`src/rtl/di_i2_wb_buffer.sv`:
```
// Issue-2 writeback buffer: in-order FIFO drained through regfile port b2, with RAW visibility on a2/b2.
// Define DI_WB_FWD_EN to forward buffered data on reads; otherwise pending hits raise raw_stall_o.
module di_i2_wb_buffer #(
  parameter int DEPTH      = 4,
  parameter int ADDR_WIDTH = 5,
  parameter int DATA_WIDTH = 32
) (
  input  logic                     clk,
  input  logic                     rst,
  input  logic                     wb_valid_i,
  output logic                     wb_ready_o,
  input  logic [ADDR_WIDTH-1:0]    wb_addr_i,
  input  logic [DATA_WIDTH-1:0]    wb_data_i,
  input  logic                     port_busy_i,
  output logic [ADDR_WIDTH-1:0]    waddr_b2_o,
  output logic [DATA_WIDTH-1:0]    wdata_b2_o,
  output logic                     we_b2_o,
  input  logic [ADDR_WIDTH-1:0]    raddr_a2_i,
  input  logic [ADDR_WIDTH-1:0]    raddr_b2_i,
  input  logic [DATA_WIDTH-1:0]    rdata_a2_rf_i,
  input  logic [DATA_WIDTH-1:0]    rdata_b2_rf_i,
  output logic [DATA_WIDTH-1:0]    rdata_a2_o,
  output logic [DATA_WIDTH-1:0]    rdata_b2_o,
  output logic                     raw_stall_o,
  output logic [$clog2(DEPTH):0]   count_o
);

  localparam int PTR_W = $clog2(DEPTH);
  localparam int CNT_W = PTR_W + 1;

  logic [ADDR_WIDTH-1:0] addr_q [DEPTH];
  logic [DATA_WIDTH-1:0] data_q [DEPTH];
  logic [PTR_W-1:0]      head_q, tail_q;
  logic [CNT_W-1:0]      count_q;
  logic                  drain, enq;
  logic                  hit_a, hit_b;
  logic [PTR_W-1:0]      idx;

  assign drain      = (count_q != '0) & ~port_busy_i;
  assign we_b2_o    = drain;
  assign wb_ready_o = (count_q < CNT_W'(DEPTH)) | drain;
  // x0 writes are acknowledged but never stored
  assign enq        = wb_valid_i & wb_ready_o & (wb_addr_i != '0);
  assign waddr_b2_o = addr_q[head_q];
  assign wdata_b2_o = data_q[head_q];
  assign count_o    = count_q;

  always_ff @(posedge clk) begin
    if (rst) begin
      head_q  <= '0;
      tail_q  <= '0;
      count_q <= '0;
      for (int i = 0; i < DEPTH; i++) begin
        addr_q[i] <= '0;
        data_q[i] <= '0;
      end
    end else begin
      if (enq) begin
        addr_q[tail_q] <= wb_addr_i;
        data_q[tail_q] <= wb_data_i;
        tail_q         <= tail_q + 1'b1;
      end
      if (drain) head_q <= head_q + 1'b1;
      count_q <= count_q + CNT_W'(enq) - CNT_W'(drain);
    end
  end

`ifdef DI_WB_FWD_EN
  logic [DATA_WIDTH-1:0] fwd_a, fwd_b;
`endif

  // Walk oldest to youngest so the youngest hit overwrites earlier ones.
  always_comb begin
    hit_a = 1'b0;
    hit_b = 1'b0;
    idx   = '0;
`ifdef DI_WB_FWD_EN
    fwd_a = rdata_a2_rf_i;
    fwd_b = rdata_b2_rf_i;
`endif
    for (int i = 0; i < DEPTH; i++) begin
      idx = head_q + PTR_W'(i);
      if (CNT_W'(i) < count_q) begin
        if ((raddr_a2_i != '0) && (addr_q[idx] == raddr_a2_i)) begin
          hit_a = 1'b1;
`ifdef DI_WB_FWD_EN
          fwd_a = data_q[idx];
`endif
        end
        if ((raddr_b2_i != '0) && (addr_q[idx] == raddr_b2_i)) begin
          hit_b = 1'b1;
`ifdef DI_WB_FWD_EN
          fwd_b = data_q[idx];
`endif
        end
      end
    end
  end

`ifdef DI_WB_FWD_EN
  assign rdata_a2_o  = fwd_a;
  assign rdata_b2_o  = fwd_b;
  assign raw_stall_o = 1'b0;
  logic unused_hits;
  assign unused_hits = hit_a ^ hit_b;
`else
  assign rdata_a2_o  = rdata_a2_rf_i;
  assign rdata_b2_o  = rdata_b2_rf_i;
  assign raw_stall_o = hit_a | hit_b;
`endif

endmodule

```
`config.mk`:
```
export PLATFORM = sky130hd
export DESIGN_NAME = di_i2_wb_buffer
export DESIGN_NICKNAME = d
export VERILOG_FILES = /design/src/rtl/di_i2_wb_buffer.sv
export SDC_FILE = /design/constraint.sdc
export NUM_CORES = 1
export LEC_CHECK = 0
export CAP_MARGIN = 20
export CELL_PAD_IN_SITES_DETAIL_PLACEMENT = 1
export CELL_PAD_IN_SITES_GLOBAL_PLACEMENT = 1
export CORE_MARGIN = 2
export CORE_UTILIZATION = 39
export CTS_CLUSTER_DIAMETER = 80
export CTS_CLUSTER_SIZE = 28
export DETAILED_ROUTE_END_ITERATION = 7
export HOLD_SLACK_MARGIN = 0.15
export PLACE_DENSITY_LB_ADDON = 0.1
export SLEW_MARGIN = 30
export SYNTH_ARGS = -nofsm -noshare
export SYNTH_HDL_FRONTEND = slang
export SYNTH_SLANG_ARGS = --single-unit
```
`constraint.sdc`:
```
create_clock -name clk -period 4.18 [get_ports clk]
set_clock_uncertainty 0.05 [all_clocks]
set_input_delay 0.836 -clock clk [delete_from_list [all_inputs] [get_ports clk]]
set_output_delay 0.836 -clock clk [all_outputs]
set_load 0.005 [all_outputs]
```
==> results.txt, run 1 <==
Status -> finished, final reports clean
Synth cell types -> 44
Max-slew violations -> 0
Pin count of the biggest net entering global routing -> 39
Die H -> 148.3 um
Wire per inst -> 21.86 um
Skew-Pair Late Insertion Delay -> 0.42 ns
Comb pwr share -> 28.7%
IO Pins -> 222
Sequential element share of the synthesized area -> 56.95%
Starting density of the core -> 39.87%
Seq cells post-synth -> 157
Fmax -> 250.8 MHz
Internal power -> 3.688 mW
Worst EP arrival -> 3.10 ns
Fin crit period -> 3.987 ns
DRT met1 WL -> 8352 um
Core area -> 20,360 um^2
Starting DRC count in detailed routing -> 291
Buffers added on ports -> 93
CP Cell Sequence -> buf_4 -> mux4_1 -> xnor2_1 -> nor4_1 -> nand3_1 -> o2bb2ai_1 -> o2111ai_1 -> clkdlybuf4s50_1
Synthesized instance count -> 619
Syn nets -> 739
CTS tree -> built
Critical R2R Launch -> count_o[2]
Setup crit end kind -> output pin
Worst setup startpoint -> head_q[0]
P_sw -> 1.465 mW
DR top layer -> met4
Critical path peak fanout -> 20
Hold depth -> 2
Number of global-route vias before repair -> 5,442
Post-Place Setup Slack -> 0.3556 ns
Gr usage total -> 19.21%
Max Cap Violations -> 0
Clock-pin slew on the worst setup and hold paths -> 0.07 ns
Fill cell count -> 2,076
Synth Cell Area -> 8120 um^2
Max incr delay on CP -> 0.70 ns
# DRC -> 0
Async SR Flop Fraction -> 0%
PD cells -> 540.3 nW/um^2
Cell Rows -> 52
Clk pwr share -> 32.4%
WL met3 -> 1098 um
Post-CTS Hold Buffers -> 0
PostCTS Resize Cnt -> 0
Setup TNS -> 0 ns
Setup slack, reg-to-reg -> 1.81 ns
Dominant synthesized flop cell -> edfxtp_1
Layout cells sized above 1 -> 16.08%
Final hold violation count -> 0
Sw Share -> 28.42%
Final HPWL DP -> 13,030 um
Die Span X -> 148.3 um
Grt total ovfl -> 0
Final Cell Area -> 9538 um^2
Maximum clock path buffer count -> 2
Fin crit share -> 95.38%
CP Launch Type -> flip-flop
CP max-delay cell -> mux4_1
Placer Congestion -> 0.8575
Finished Core Util -> 46.84%
Hold Path Class -> reg2reg
Worst EP required -> 3.29 ns
Setup violations, final -> 0
Global-route wire length before repair -> 31,390 um
Hold Path Origin -> tail_q[1]
Hold endpoint -> tail_q[1]
Register share of total power -> 38.9%
Worst r2r dst -> count_o[2]
Leakage -> 3.544 nW
Post-CTS Setup Repair Bufs -> 0
Total wire length -> 20,350 um
Initial antenna violation count -> 0
Cell area after placement -> 8899 um^2
Layout area overhead -> 17.46%
Post-route ant nets -> 0
Critical path class -> reg2out
Post-synth EDFFs -> 148
Final worst slack -> 0.1930 ns
Die ar. -> 21,990 um^2
# clock sinks -> 157
Slew @ Worst Pin -> 0.6283 ns
Via-to-Cell Ratio -> 5.140
Clock buffer count from CTS -> 17
Fin nets -> 766
Ys Warns -> 0
Max H-tree Level -> 4
DR pass1 iterations -> 4
Peak supply drop -> 293.0 uV
Routed wl met2 -> 10,430 um
WHS -> 0.5640 ns
RSZ-0062 raised after global routing -> no
Synth Area per Inst -> 13.12 um^2
Clock root buffer -> clkbuf_16
Routed vias -> 4,785
Worst Reg-to-Reg Cells -> 9
Worst slew margin -> 58.11%
==> cell usage in the layout, fill, tap and decap left out, drive strengths merged, types with 3 or more instances in the layout <==
cell type and count:
clkinv 6, dfxtp 9, nand2 42, o21ai 3
edfxtp 148, bufinv 4, nor4 4, xor2 15
buf 15, clkbuf 17, mux4 47, ha 4
inv 52, nand3 5, and2 37, mux2 3
xnor2 28, nor3 4, mux2i 10, nor2 84
o221ai 3, clkdlybuf4s50 93, a21oi 3
==> cell families (layout without fill, tap and decap cells) <==
group / Yosys count / after routing / share of synthesized area, %
XOR/XNOR: 43 / 43 / 4.638
buffers and inverters: 147 / 187 / 10.15
other: 0 / 2 / 0
AO/OA/AOI/OAI: 22 / 22 / 2.111
flip-flops: 157 / 157 / 56.95
AND/OR/NAND/NOR: 185 / 185 / 10.42
adder cells (fa/ha/maj): 5 / 5 / 0.8629
multiplexers: 60 / 60 / 14.87
==> state kept, by name (all words and copies together) (netlist names), named ones only <==
signal   flops
tail_q       2
count_o      3
head_q       2
addr_q      20
data_q     128
==> worst max-delay path: cells and delay by family, from the launching register on <==
kind / cells / cell delay, ns
multiplexers: 1 / 0.70
buffers and inverters: 2 / 0.84
flip-flops: 1 / 0.31
XOR/XNOR: 1 / 0.17
AND/OR/NAND/NOR: 2 / 0.43
AO/OA/AOI/OAI: 2 / 0.24
==> cells in the mapped netlist (2+ instances only) <==
cell,n,area (um^2)
o21ai_0,2,10.01
ha_1,4,50.05
mux4_1,4,105.1
a21oi_1,3,15.01
nor4_1,4,25.02
buf_6,2,22.52
o21bai_1,2,15.01
buf_4,66,495.5
nand2_1,42,157.7
o221ai_1,3,26.28
xnor2_1,28,245.2
dfxtp_1,9,180.2
mux2i_1,10,100.1
inv_1,46,172.7
edfxtp_1,148,4444
mux2_2,3,33.78
a31oi_1,2,12.51
and2_1,37,231.5
xor2_1,15,131.4
o2111ai_1,2,17.52
nor2_1,84,315.3
mux4_2,43,968.4
nor3_1,4,20.02
clkbuf_1,24,90.09
nand4_1,2,12.51
buf_2,8,40.04
nand3_1,5,25.02
==> routing by layer <==
layer	track usage, %	vias up
met2	33.54	117
met4	7.000	0
met1	22.91	2443
met5	0	-
met3	5.092	56
li1	-	2169
==> layout make-up <==
| type | instances | area (um^2) | area share [%] |
|---|---|---|---|
| diodes | 2 | 5.005 | 0.05247 |
| clock buffers | 17 | 425.4 | 4.460 |
| clock inverters | 15 | 209.0 | 2.191 |
| inverters | 47 | 176.4 | 1.850 |
| multi-input cells | 315 | 2714 | 28.45 |
| flip-flops and latches | 157 | 4627 | 48.51 |
| well taps | 270 | 337.8 | 3.542 |
| repair buffers | 108 | 1044 | 10.94 |
==> stage by stage <==
stage / cells / power (mW)
floorplan: 619 / 2.935
global placement: 897 / 3.527
detailed placement: 897 / 3.549
CTS: 929 / 5.232
global route: 929 / 5.398
finish: 931 / 5.153
==> worst max path at each step <==
stage / to / cells past startpoint / slack (ns)
after CTS: raw_stall_o / 8 / 0.16
after floorplan: addr_q[1][0] / 3 / 0.82
after detailed placement: raw_stall_o / 7 / 0.36
final: raw_stall_o / 8 / 0.19
after global routing: raw_stall_o / 8 / 0.009
after global placement: raw_stall_o / 7 / 0.40
==> power by group through the flow <==
stage               Combinational, mW  Clock, mW  Sequential (mW)
finish                           1.48       1.67             2.00
detailed placement               1.50          0             2.05
floorplan                       0.966          0             1.97
CTS                              1.51       1.71             2.01
global route                     1.61       1.76             2.03
global placement                 1.50          0             2.03
Note: power is estimated with default switching activity, not from simulation.
==> run 2: changes to the inputs <==
--- a/config.mk
+++ b/config.mk
@@ -14,4 +14,5 @@
 export CTS_CLUSTER_SIZE = 28
 export DETAILED_ROUTE_END_ITERATION = 7
+export GPL_ROUTABILITY_DRIVEN = 0
 export HOLD_SLACK_MARGIN = 0.15
 export PLACE_DENSITY_LB_ADDON = 0.1
==> constraint.sdc (replaced) <==
create_clock -name clk -period 4.18 [get_ports clk]
set_clock_uncertainty 0.05 [all_clocks]
set_input_delay 1.045 -clock clk [delete_from_list [all_inputs] [get_ports clk]]
set_output_delay 1.045 -clock clk [all_outputs]
set_load 0.005 [all_outputs]
==> run 2 against run 1 <==
Combinational power rose by 5%. Clock-buffer cell count rose by 1. Cell count rose by 1.2%. Sequential share of layout area fell by 0.39 points. Cell area rose by 0.87%. Register-to-register slack improved by 0.10 ns. First-iteration DRC count fell by 38%. Non-clock buffer count rose by 13. Critical path type is now in2out. Critical endpoint unchanged.
==> results.txt, run 2 (synthesized netlist as in run 1, its figures left out) <==
Status -> finished, final reports clean
Max H-tree Level -> 4 (unchanged)
Commonest non-fill, non-tap cells in the layout -> edfxtp_1 (148), clkdlybuf4s50_1 (87), nor2_1 (83)
Peak supply drop -> 294.8 uV (+0.61%)
CTS tree -> built
Slew @ Worst Pin -> 0.6052 ns (-0.02306 ns)
Cell Rows -> 52 (unchanged)
Fin crit period -> 4.006 ns (+0.01927 ns)
Clock root buffer -> clkbuf_16
Most common cell after layout, fill and taps aside -> edfxtp_1
Layout cells sized above 1 -> 18.45% (+2.4 points)
Routed vias -> 4,861 (+1.6%)
Wire per inst -> 21.31 um (-2.5%)
Total wire length -> 20,070 um (-1.4%)
Die ar. -> 21,990 um^2 (unchanged)
Die H -> 148.3 um (unchanged)
GRT Max-Usage Layer -> met2
Starting density of the core -> 39.87% (unchanged)
Max reg flops -> 128 (unchanged)
DR pass1 iterations -> 4 (unchanged)
Buffers added on ports -> 93 (unchanged)
RSZ-0062 raised after global routing -> no
Setup violations, final -> 0 (unchanged)
GRT met2 Usage -> 33.61% (+0.069 points)
Ant diodes -> 0 (-2)
Worst EP arrival -> 2.91 ns (-0.19 ns)
CP Launch Type -> input port
Starting DRC count in detailed routing -> 179 (-38%)
Fin crit share -> 95.84% (+0.46 points)
P_sw -> 1.467 mW (+0.17%)
Via-to-Cell Ratio -> 5.160 (+0.40%)
Max Cap Violations -> 0 (unchanged)
Internal power -> 3.559 mW (-3.5%)
Setup crit end kind -> output pin
Worst EP required -> 3.08 ns (-0.21 ns)
Critical path class -> in2out
Setup TNS -> 0 ns (unchanged)
Skew-Pair Late Insertion Delay -> 0.42 ns (about the same)
Hold Path Class -> reg2reg
Leakage -> 3.627 nW (+2.3%)
Clk pwr share -> 29.6% (-2.8 points)
Fmax -> 249.6 MHz (-0.48%)
Total power -> 5.027 mW (-2.5%)
Gr usage total -> 19.10% (-0.11 points)
Layout area overhead -> 18.47%
Die Span X -> 148.3 um (unchanged)
Register share of total power -> 39.5% (+0.6 points)
Maximum clock path buffer count -> 2 (unchanged)
GR Util met3 -> 4.264% (-0.83 points)
Comb pwr share -> 30.9% (+2.2 points)
Sw Share -> 29.19% (+0.77 points)
Final Cell Area -> 9620 um^2 (+0.87%)
Final hold violation count -> 0 (unchanged)
Reg with most FFs -> data_q
PD cells -> 522.5 nW/um^2 (-3.3%)
Global-route wire length before repair -> 31,260 um (-0.42%)
Fill cell count -> 2,049 (-1.3%)
Critical path peak fanout -> 5 (-75%)
Number of global-route vias before repair -> 5,380 (-1.1%)
Core area -> 20,360 um^2 (unchanged)
Clock buffer count from CTS -> 17 (unchanged)
Pin count of the biggest net entering global routing -> 38 (-2.6%)
Final HPWL DP -> 13,210 um (+1.4%)
Worst slew margin -> 59.65% (+1.5 points)
# clock sinks -> 157 (unchanged)
Post-Place Setup Slack -> 0.04338 ns (-0.3122 ns)
Cell area after placement -> 8996 um^2 (+1.1%)
Fin nets -> 779 (+1.7%)
IO Pins -> 222 (unchanged)
Grt met1 use -> 22.57% (-0.34 points)
Max-slew violations -> 0 (unchanged)
Clock-pin slew on the worst setup and hold paths -> 0.06 ns (about the same)
Grt total ovfl -> 0 (unchanged)
# DRC -> 0 (unchanged)
Post-route ant nets -> 0 (unchanged)
Initial antenna violation count -> 1 (+1)
Final worst slack -> 0.1737 ns (-0.01927 ns)
[run 2: cell count changes in the layout (fill, tap and decap cells not counted), sizes merged]
| cell | before | now |
|---|---|---|
| clkinvlp | 0 | 2 |
| buf | 15 | 28 |
| clkbuf | 17 | 18 |
| bufinv | 4 | 1 |
| clkdlybuf4s50 | 93 | 87 |
| inv | 52 | 51 |
| dlymetal6s2s | 0 | 6 |
| clkinv | 6 | 7 |
| diode | 2 | 0 |
[run 2: path summary, 6_finish.rpt]
path                       to          start  slack, ns  cells after the start
setup / recovery  raw_stall_o  raddr_b2_i[3]       0.17                      8
hold / removal      head_q[0]      head_q[0]       0.54                      2
setup reg to reg   count_o[2]     count_o[2]       1.91                      9
hold reg to reg     head_q[0]      head_q[0]       0.54                      2
[run 2: critical path, cell delays in order]
cell	delay, ns
clkdlybuf4s50_1	0.50
buf_4	0.16
o22ai_1	0.09
o21ai_1	0.16
nor4b_2	0.21
o21ai_1	0.10
o2111ai_1	0.11
clkdlybuf4s50_1	0.53
[run 2: final cells by class]
class	instances	area (um^2)	area share, %
Clock buffer	18	429.2	4.461
Clock inverter	14	135.1	1.405
Inverter	47	176.4	1.834
Multi-Input combinational cell	315	2719	28.26
Sequential cell	157	4629	48.12
Tap cell	270	337.8	3.512
Timing Repair Buffer	121	1194	12.41
[run 2: what timing repair did]
action / in CTS / in global routing
setup buffers: 0 / 5
hold buffers: 0 / 0
setup endpoints to repair: 0 / 1
resized for setup: 0 / 13
[run 2: per-layer routing]
| metal | up-vias | part of all wire [%] | routed length [um] |
|---|---|---|---|
| li1 | 2192 | - | - |
| met3 | 65 | 5.2 | 1040 |
| met5 | - | 0 | 0 |
| met4 | 0 | 2.9 | 575 |
| met1 | 2466 | 41 | 8144 |
| met2 | 138 | 51 | 10310 |
[run 2: per-stage QoR]
step / util [%] / hold slack (ns) / cells
2_1_floorplan: - / 0.4892 / 619
3_3_place_gp: 44.18 / 0.5300 / 905
3_5_place_dp: 44.18 / 0.5447 / 905
4_1_cts: 46.95 / 0.5664 / 937
5_1_grt: 47.24 / 0.5589 / 942
6_report: 47.24 / 0.5377 / 942
[run 2: power groups by stage]
| stage | clock (mW) | sequential, mW | combinational, mW |
|---|---|---|---|
| after floorplan | 0 | 1.97 | 0.966 |
| after global placement | 0 | 2.01 | 1.54 |
| after detailed placement | 0 | 2.02 | 1.55 |
| after CTS | 1.52 | 1.99 | 1.55 |
| after global routing | 1.58 | 2.01 | 1.69 |
| final | 1.49 | 1.99 | 1.55 |
